`config.mk`:
```
export PLATFORM = sky130hd
export DESIGN_NAME = qspi_cmd_engine
export DESIGN_NICKNAME = d
export VERILOG_FILES = /design/src/rtl/qspi_pkg.sv /design/src/rtl/qspi_sck_gen.sv /design/src/rtl/qspi_cmd_engine.sv
export SDC_FILE = /design/constraint.sdc
export NUM_CORES = 1
export LEC_CHECK = 0
export BUFFER_PORTS_ARGS = -buffer_cell sky130_fd_sc_hd__buf_2
export CAP_MARGIN = 20
export CORE_AREA = 2 2 73 103
export CTS_CLUSTER_DIAMETER = 80
export DETAILED_ROUTE_END_ITERATION = 10
export DIE_AREA = 0 0 75 105
export GPL_ROUTABILITY_DRIVEN = 0
export PLACE_DENSITY = 0.68
export REMOVE_ABC_BUFFERS = 1
export SKIP_CTS_REPAIR_TIMING = 1
export SLEW_MARGIN = 30
export SYNTH_ARGS = -nofsm -noshare
export SYNTH_HDL_FRONTEND = slang
export SYNTH_HIERARCHICAL = 1
export SYNTH_SLANG_ARGS = --single-unit
```
`constraint.sdc`:
```
create_clock -name clk -period 3.85 [get_ports clk]
set_clock_uncertainty 0.2 [all_clocks]
set_input_delay 0.1925 -clock clk [delete_from_list [all_inputs] [get_ports clk]]
set_output_delay 0.1925 -clock clk [all_outputs]
set_load 0.005 [all_outputs]
```
`src/rtl/qspi_pkg.sv`:
```
// rtl/qspi_pkg.sv - shared command, opcode and engine-state types for the QSPI command engine
package qspi_pkg;

    typedef enum logic [1:0] {
        CMD_RESET   = 2'd0,
        CMD_POWERUP = 2'd1,
        CMD_READ    = 2'd2
    } cmd_t;

    localparam logic [7:0] OP_RESET     = 8'h66;
    localparam logic [7:0] OP_POWERUP   = 8'hAB;
    localparam logic [7:0] OP_READ_QUAD = 8'hEB;
    localparam logic [7:0] OP_READ_SPI  = 8'h0B;

    typedef enum logic [2:0] {
        ST_IDLE,
        ST_OPCODE,
        ST_ADDR,
        ST_DUMMY,
        ST_DATA,
        ST_DESELECT
    } eng_state_t;

endpackage

```
`src/rtl/qspi_sck_gen.sv`:
```
// rtl/qspi_sck_gen.sv - two-phase sck generator with drive/sample strobes at the end of phase 1
module qspi_sck_gen (
    input  logic clk,
    input  logic rst,
    input  logic en,
    output logic sck,
    output logic drive_stb,
    output logic sample_stb
);

    logic phase;

    always_ff @(posedge clk) begin
        if (rst || !en) begin
            phase <= 1'b0;
        end else begin
            phase <= ~phase;
        end
    end

    assign sck        = phase;
    // Both strobes fire on the edge that closes phase 1: io_in is captured and the next bit is launched.
    assign drive_stb  = en & phase;
    assign sample_stb = en & phase;

endmodule

```
`src/rtl/qspi_cmd_engine.sv`:
```
// rtl/qspi_cmd_engine.sv - QSPI opcode/address/dummy serializer and read-data deserializer
// Build option: QSPI_QUAD_EN selects quad-I/O read (0xEB); otherwise single-bit read (0x0B).
module qspi_cmd_engine
    import qspi_pkg::*;
#(
    parameter int ADDR_W     = 24,
    parameter int DUMMY      = 6,
    parameter int READ_BYTES = 4,
    parameter int CS_HIGH    = 2
) (
    input  logic              clk,
    input  logic              rst,
    input  cmd_t              cmd_in,
    input  logic              cmd_we,
    input  logic [ADDR_W-1:0] addr_in,
    output logic              busy,
    output logic              cmd_done,
    output logic              cnt_done,
    output logic [7:0]        rdata,
    output logic              rvalid,
    output logic              sck,
    output logic              cs_n,
    output logic [3:0]        io_out,
    output logic [3:0]        io_oe,
    input  logic [3:0]        io_in
);

    localparam int M_A     = (ADDR_W > 8 * READ_BYTES) ? ADDR_W : 8 * READ_BYTES;
    localparam int M_B     = (DUMMY > CS_HIGH) ? DUMMY : CS_HIGH;
    localparam int M_C     = (M_A > M_B) ? M_A : M_B;
    localparam int CNT_MAX = (M_C > 8) ? M_C : 8;
    localparam int CW      = $clog2(CNT_MAX + 1);

`ifdef QSPI_QUAD_EN
    localparam logic [7:0] OP_READ   = OP_READ_QUAD;
    localparam int         UW        = 4;
    localparam int         UPB       = 2;
    localparam logic [3:0] ADDR_OE   = 4'hF;
    localparam logic [3:0] DUMMY_OE  = 4'h0;
    localparam logic [3:0] DUMMY_OUT = 4'h0;
    localparam logic [3:0] DATA_OE   = 4'h0;
    localparam logic [3:0] DATA_OUT  = 4'h0;

    function automatic logic [3:0] addr_unit(input logic [ADDR_W-1:0] a);
        return a[ADDR_W-1 -: 4];
    endfunction
`else
    localparam logic [7:0] OP_READ   = OP_READ_SPI;
    localparam int         UW        = 1;
    localparam int         UPB       = 8;
    localparam logic [3:0] ADDR_OE   = 4'b1101;
    localparam logic [3:0] DUMMY_OE  = 4'b1101;
    localparam logic [3:0] DUMMY_OUT = 4'b1100;
    localparam logic [3:0] DATA_OE   = 4'b1100;
    localparam logic [3:0] DATA_OUT  = 4'b1100;

    function automatic logic [3:0] addr_unit(input logic [ADDR_W-1:0] a);
        return {3'b110, a[ADDR_W-1]};
    endfunction
`endif

    localparam int AW_UNITS   = ADDR_W / UW;
    localparam int DATA_UNITS = READ_BYTES * UPB;

    eng_state_t        state;
    cmd_t              cmd_q;
    logic [7:0]        op_sr;
    logic [7:0]        op_new;
    logic [ADDR_W-1:0] addr_sr;
    logic [CW-1:0]     cnt;
    logic [2:0]        sub;
    logic [7:0]        rx;
    logic [7:0]        rx_next;
    logic              drive_stb;
    logic              sample_stb;
    logic              enter_des;
    logic              pulse_done;

    qspi_sck_gen u_sck_gen (
        .clk        (clk),
        .rst        (rst),
        .en         (~cs_n),
        .sck        (sck),
        .drive_stb  (drive_stb),
        .sample_stb (sample_stb)
    );

`ifdef QSPI_QUAD_EN
    assign rx_next = {rx[3:0], io_in};
`else
    logic unused_io;
    assign unused_io = ^{io_in[3:2], io_in[0]};
    assign rx_next   = {rx[6:0], io_in[1]};
`endif

    always_comb begin
        case (cmd_in)
            CMD_RESET:   op_new = OP_RESET;
            CMD_POWERUP: op_new = OP_POWERUP;
            default:     op_new = OP_READ;
        endcase
    end

    // Deselect is entered after the last opcode bit (non-read) or the last data sample (read).
    always_comb begin
        enter_des = 1'b0;
        if (state == ST_OPCODE && drive_stb && cnt == '0 && cmd_q != CMD_READ) enter_des = 1'b1;
        if (state == ST_DATA && sample_stb && cnt == '0) enter_des = 1'b1;
        pulse_done = (enter_des && CS_HIGH == 1) || (state == ST_DESELECT && cnt == CW'(1));
    end

    always_ff @(posedge clk) begin
        if (rst) begin
            state    <= ST_IDLE;
            cmd_q    <= CMD_RESET;
            cs_n     <= 1'b1;
            busy     <= 1'b0;
            cmd_done <= 1'b0;
            cnt_done <= 1'b0;
            rdata    <= 8'h00;
            rvalid   <= 1'b0;
            io_out   <= 4'h0;
            io_oe    <= 4'h0;
            op_sr    <= 8'h00;
            addr_sr  <= '0;
            cnt      <= '0;
            sub      <= 3'd0;
            rx       <= 8'h00;
        end else begin
            rvalid   <= 1'b0;
            cmd_done <= pulse_done && cmd_q != CMD_READ;
            cnt_done <= pulse_done && cmd_q == CMD_READ;
            case (state)
                ST_IDLE: begin
                    if (cmd_we) begin
                        state   <= ST_OPCODE;
                        cmd_q   <= cmd_in;
                        addr_sr <= addr_in;
                        busy    <= 1'b1;
                        cs_n    <= 1'b0;
                        io_oe   <= 4'b1101;
                        io_out  <= {3'b110, op_new[7]};
                        op_sr   <= {op_new[6:0], 1'b0};
                        cnt     <= CW'(7);
                    end
                end
                ST_OPCODE: begin
                    if (drive_stb) begin
                        if (cnt != '0) begin
                            io_out <= {3'b110, op_sr[7]};
                            op_sr  <= {op_sr[6:0], 1'b0};
                            cnt    <= cnt - CW'(1);
                        end else if (cmd_q == CMD_READ) begin
                            state   <= ST_ADDR;
                            io_oe   <= ADDR_OE;
                            io_out  <= addr_unit(addr_sr);
                            addr_sr <= addr_sr << UW;
                            cnt     <= CW'(AW_UNITS - 1);
                        end
                    end
                end
                ST_ADDR: begin
                    if (drive_stb) begin
                        if (cnt != '0) begin
                            io_out  <= addr_unit(addr_sr);
                            addr_sr <= addr_sr << UW;
                            cnt     <= cnt - CW'(1);
                        end else if (DUMMY > 0) begin
                            state  <= ST_DUMMY;
                            io_oe  <= DUMMY_OE;
                            io_out <= DUMMY_OUT;
                            cnt    <= CW'(DUMMY - 1);
                        end else begin
                            state  <= ST_DATA;
                            io_oe  <= DATA_OE;
                            io_out <= DATA_OUT;
                            cnt    <= CW'(DATA_UNITS - 1);
                            sub    <= 3'd0;
                        end
                    end
                end
                ST_DUMMY: begin
                    if (drive_stb) begin
                        if (cnt != '0) begin
                            cnt <= cnt - CW'(1);
                        end else begin
                            state  <= ST_DATA;
                            io_oe  <= DATA_OE;
                            io_out <= DATA_OUT;
                            cnt    <= CW'(DATA_UNITS - 1);
                            sub    <= 3'd0;
                        end
                    end
                end
                ST_DATA: begin
                    if (sample_stb) begin
                        rx <= rx_next;
                        if (sub == 3'(UPB - 1)) begin
                            sub    <= 3'd0;
                            rdata  <= rx_next;
                            rvalid <= 1'b1;
                        end else begin
                            sub <= sub + 3'd1;
                        end
                        if (cnt != '0) cnt <= cnt - CW'(1);
                    end
                end
                ST_DESELECT: begin
                    if (cnt == '0) begin
                        state <= ST_IDLE;
                        busy  <= 1'b0;
                    end else begin
                        cnt <= cnt - CW'(1);
                    end
                end
                default: state <= ST_IDLE;
            endcase
            if (enter_des) begin
                state  <= ST_DESELECT;
                cs_n   <= 1'b1;
                io_oe  <= 4'h0;
                io_out <= 4'h0;
                cnt    <= CW'(CS_HIGH - 1);
            end
        end
    end

endmodule

```
==> summary.md <==
| Metric | Value |
|---|---|
| Critical path required time | `3900 ps` |
| Die width | `75 um` |
| Vias per cell | `5.403` |
| Layout Area Growth over Synthesis | `15.71%` |
| Max Fanout on Critical Path | `21` |
| # clock sinks | `70` |
| Hold endpoint | `addr_sr[14]$_SDFFE_PP0P_` |
| Antenna Nets Post-Route | `0` |
| Diode count | `0` |
| Worst hold slack | `-10.71 ps` |
| Die H | `105 um` |
| Worst slew pin tran | `733.8 ps` |
| Hold_sp | `addr_in[14]` |
| Mapped cell area | `0.003401 mm^2` |
| Endpoint type of the worst setup path | `register` |
| Ys flop type | `dfxtp_1` |
| Gr usage total | `0.1948` |
| CTS tree | `built` |
| Final Cell Area | `0.003935 mm^2` |
| Core area | `0.006892 mm^2` |
| Register bit total from synthesis | `70` |
| Failing checks | `hold timing` |
| Mux cell area share after synthesis | `0.08830` |
| Crit path DAT | `2630 ps` |
| Ys async rst share | `0` |
| CTS Root Cell | `clkbuf_8` |
| Slew margin rel. | `0.5101` |
| Initial antenna violation count | `0` |
| DRT Pass-1 Iters | `4` |
| Starting density of the core | `0.4935` |
| Yosys cell types | `52` |
| R2R cell count | `5` |
| Slew Limit Fails | `0` |
| # DRC | `0` |
| Post-Synth Adder-Cell Area | `0.01472` |
| Routed len/inst | `13.22 um` |
| RR Startpoint | `state[1]$_SDFFE_PP0P_` |
| Xor and xnor area share after synthesis | `0.005151` |
| Pwr per Cell Area | `637.9 mW/mm^2` |
| Seq/Total Area, Yosys | `0.4121` |
| R2R Path End | `cnt[4]$_SDFFE_PP0P_` |
| Vias in the first global route | `2786` |
| Setup violations, final | `0` |
| Setup crit start kind | `register` |
| Avg Cell Area, Syn | `8.523 um^2` |
| Critical path's largest stage delay | `800 ps` |
| Synth warn | `6` |
| Largest family of logic cells by synthesized area | `compound AO/OA/AOI/OAI gates` |
| Clock Path Buffers | `2` |
| Post-Synth Simple-Gate Area | `0.2064` |
| Final wirelength | `7.180 mm` |
| # rows | `36` |
| Worst hold stages | `3` |
| Worst hold path type | `in2reg` |
| First DRT Iteration DRCs | `151` |
| Leak | `1.542 nW` |
| Post-route setup TNS | `0 ps` |
| Worst path slowest cell | `dfxtp_1` |
| Status | `finished, violations left` |
| DIE AREA | `0.007875 mm^2` |
| Nets@finish | `480` |
| Layout cell share with drive strength beyond 1 | `0.1920` |
| Cells after synthesis | `399` |
| Final Cycle Share | `0.6695` |
| PortBufs | `49` |
| GRT Residual Overflow | `0` |
| RSZ-0062 raised after global routing | `false` |
| Minimum clock period after layout | `2578 ps` |
| CTS clk-pin slew, worst paths | `80 ps` |
| Final hold violation count | `15` |
| Crit path from | `state[1]$_SDFFE_PP0P_` |
| H-tree depth | `3` |
| Synth Area in Compound Gates | `0.2093` |
| Hpwl dp | `4.867 mm` |
| Largest net degree at the start of global routing | `48` |
| DR vias | `2934` |
| Worst skew pair latency | `340 ps` |
| Boundary Pins | `55` |
| Fmax | `388.0 MHz` |
| VDD IR-drop max | `0.0003926 V` |
| Total CTS buffers | `9` |
| Critical path, cell by cell | `nor2b_1 -> nand3b_1 -> a21oi_1 -> or2_2 -> a311oi_1` |
| CP Class | `reg2reg` |
| EDFF count, synth | `0` |
| Maxcap violations | `0` |
| R2R setup slack | `1270 ps` |
| Placed instance area | `0.003637 mm^2` |
| First-pass GRT wire length | `12.25 mm` |
==> placed cells by master (no fill, tap or decap), types with 3 or more instances in the layout <==
cell type      count
inv_1              8
and2_1             3
buf_2             49
dlygate4sd3_1      8
nor3_1             8
nand2_1           39
nand2b_1           5
buf_4              7
o21ai_0            7
mux2i_1           30
a311oi_1           3
nor2_1            54
nor3b_2            3
clkbuf_8           9
a211oi_1          30
nor2b_1            6
nand3_1           13
ha_1               4
dfxtp_1           70
a21oi_1           36
o21a_1             6
==> state kept, by name, indices dropped and copies added, names as in the netlist <==
name and flops:
u_sck_gen/sck 1, rdata 8, io_out 2, addr_sr 24, cs_n 1, sub 3, cmd_done 1, rx 7
cnt_done 1, cmd_q 2, op_sr 7, busy 1, cnt 6, io_oe 2, state 3, rvalid 1
==> layer usage <==
metal	track usage	wire, um	vias to the layer above
li1	-	-	1503
met1	0.2423	3179	1348
met2	0.3114	3495	69
met3	0.05304	382	14
met4	0.07781	123	0
met5	0	0	-
==> power by group <==
| part | leakage [nW] | total (mW) | internal (mW) | switching [mW] |
|---|---|---|---|---|
| Sequential | 0.574 | 0.955 | 0.851 | 0.105 |
| Combinational | 0.862 | 0.914 | 0.377 | 0.536 |
| Clock | 0.106 | 0.641 | 0.364 | 0.278 |
==> worst max path at each step <==
stage / end
floorplan: addr_sr[0]$_SDFFE_PP0P_
global placement: cnt[4]$_SDFFE_PP0P_
detailed placement: cnt[4]$_SDFFE_PP0P_
CTS: cnt[4]$_SDFFE_PP0P_
global route: cnt[4]$_SDFFE_PP0P_
finish: cnt[4]$_SDFFE_PP0P_
==> Yosys cell counts, drive strengths merged, types with 3 or more instances <==
cell type  count  area [um^2]
and2           3        18.77
dfxtp         70         1401
clkbuf        11        41.29
o21a           6        45.04
nor3           8        40.04
nor3b          4        45.05
mux2i         30        300.3
a211oi        30        225.2
nand3         13        65.06
nor2b          6        37.54
ha             4        50.05
nand2b         5        31.28
a21oi         39        210.2
buf           21        142.6
o21ai          9        56.30
nand2         39        146.4
a311oi         3        26.28
nor2          55        209.0
inv            8        30.03
==> layout make-up <==
type	count	area [um^2]
Fill cell	643	2957
Multi-Input combinational cell	290	1793
Sequential cell	70	1401
Timing Repair Buffer	64	377.9
Clock buffer	10	127.6
Tap cell	95	118.9
Clock inverter	6	86.33
Inverter	8	30.03
==> logic make-up after synthesis <==
group,after synthesis
buffers and inverters,40
adders and majority gates,4
muxes,30
DFF,70
AOI/OAI and AO/OA,105
xor gates and xnor gates,2
and+or+nand+nor,147
other,1
==> worst max-delay path: cells and delay by family, from the launching register on <==
kind             cells  cell delay (ps)
AND/OR/NAND/NOR      3             1010
flip-flops           1              800
AO/OA/AOI/OAI        2              470
==> per-stage QoR <==
stage	worst slack, ps	power (mW)	std cells	util	hold slack [ps]
6_report	1272	2.510	543	0.5710	-10.71
5_1_grt	1121	2.685	543	0.5710	2.456
4_1_cts	1284	2.508	535	0.5588	-110.2
3_5_place_dp	1287	1.864	519	0.5278	244.0
2_1_floorplan	1242	1.635	368	-	61.57
3_3_place_gp	1368	1.849	519	0.5278	233.6
No activity file was read; power rests on OpenSTA's default activity.
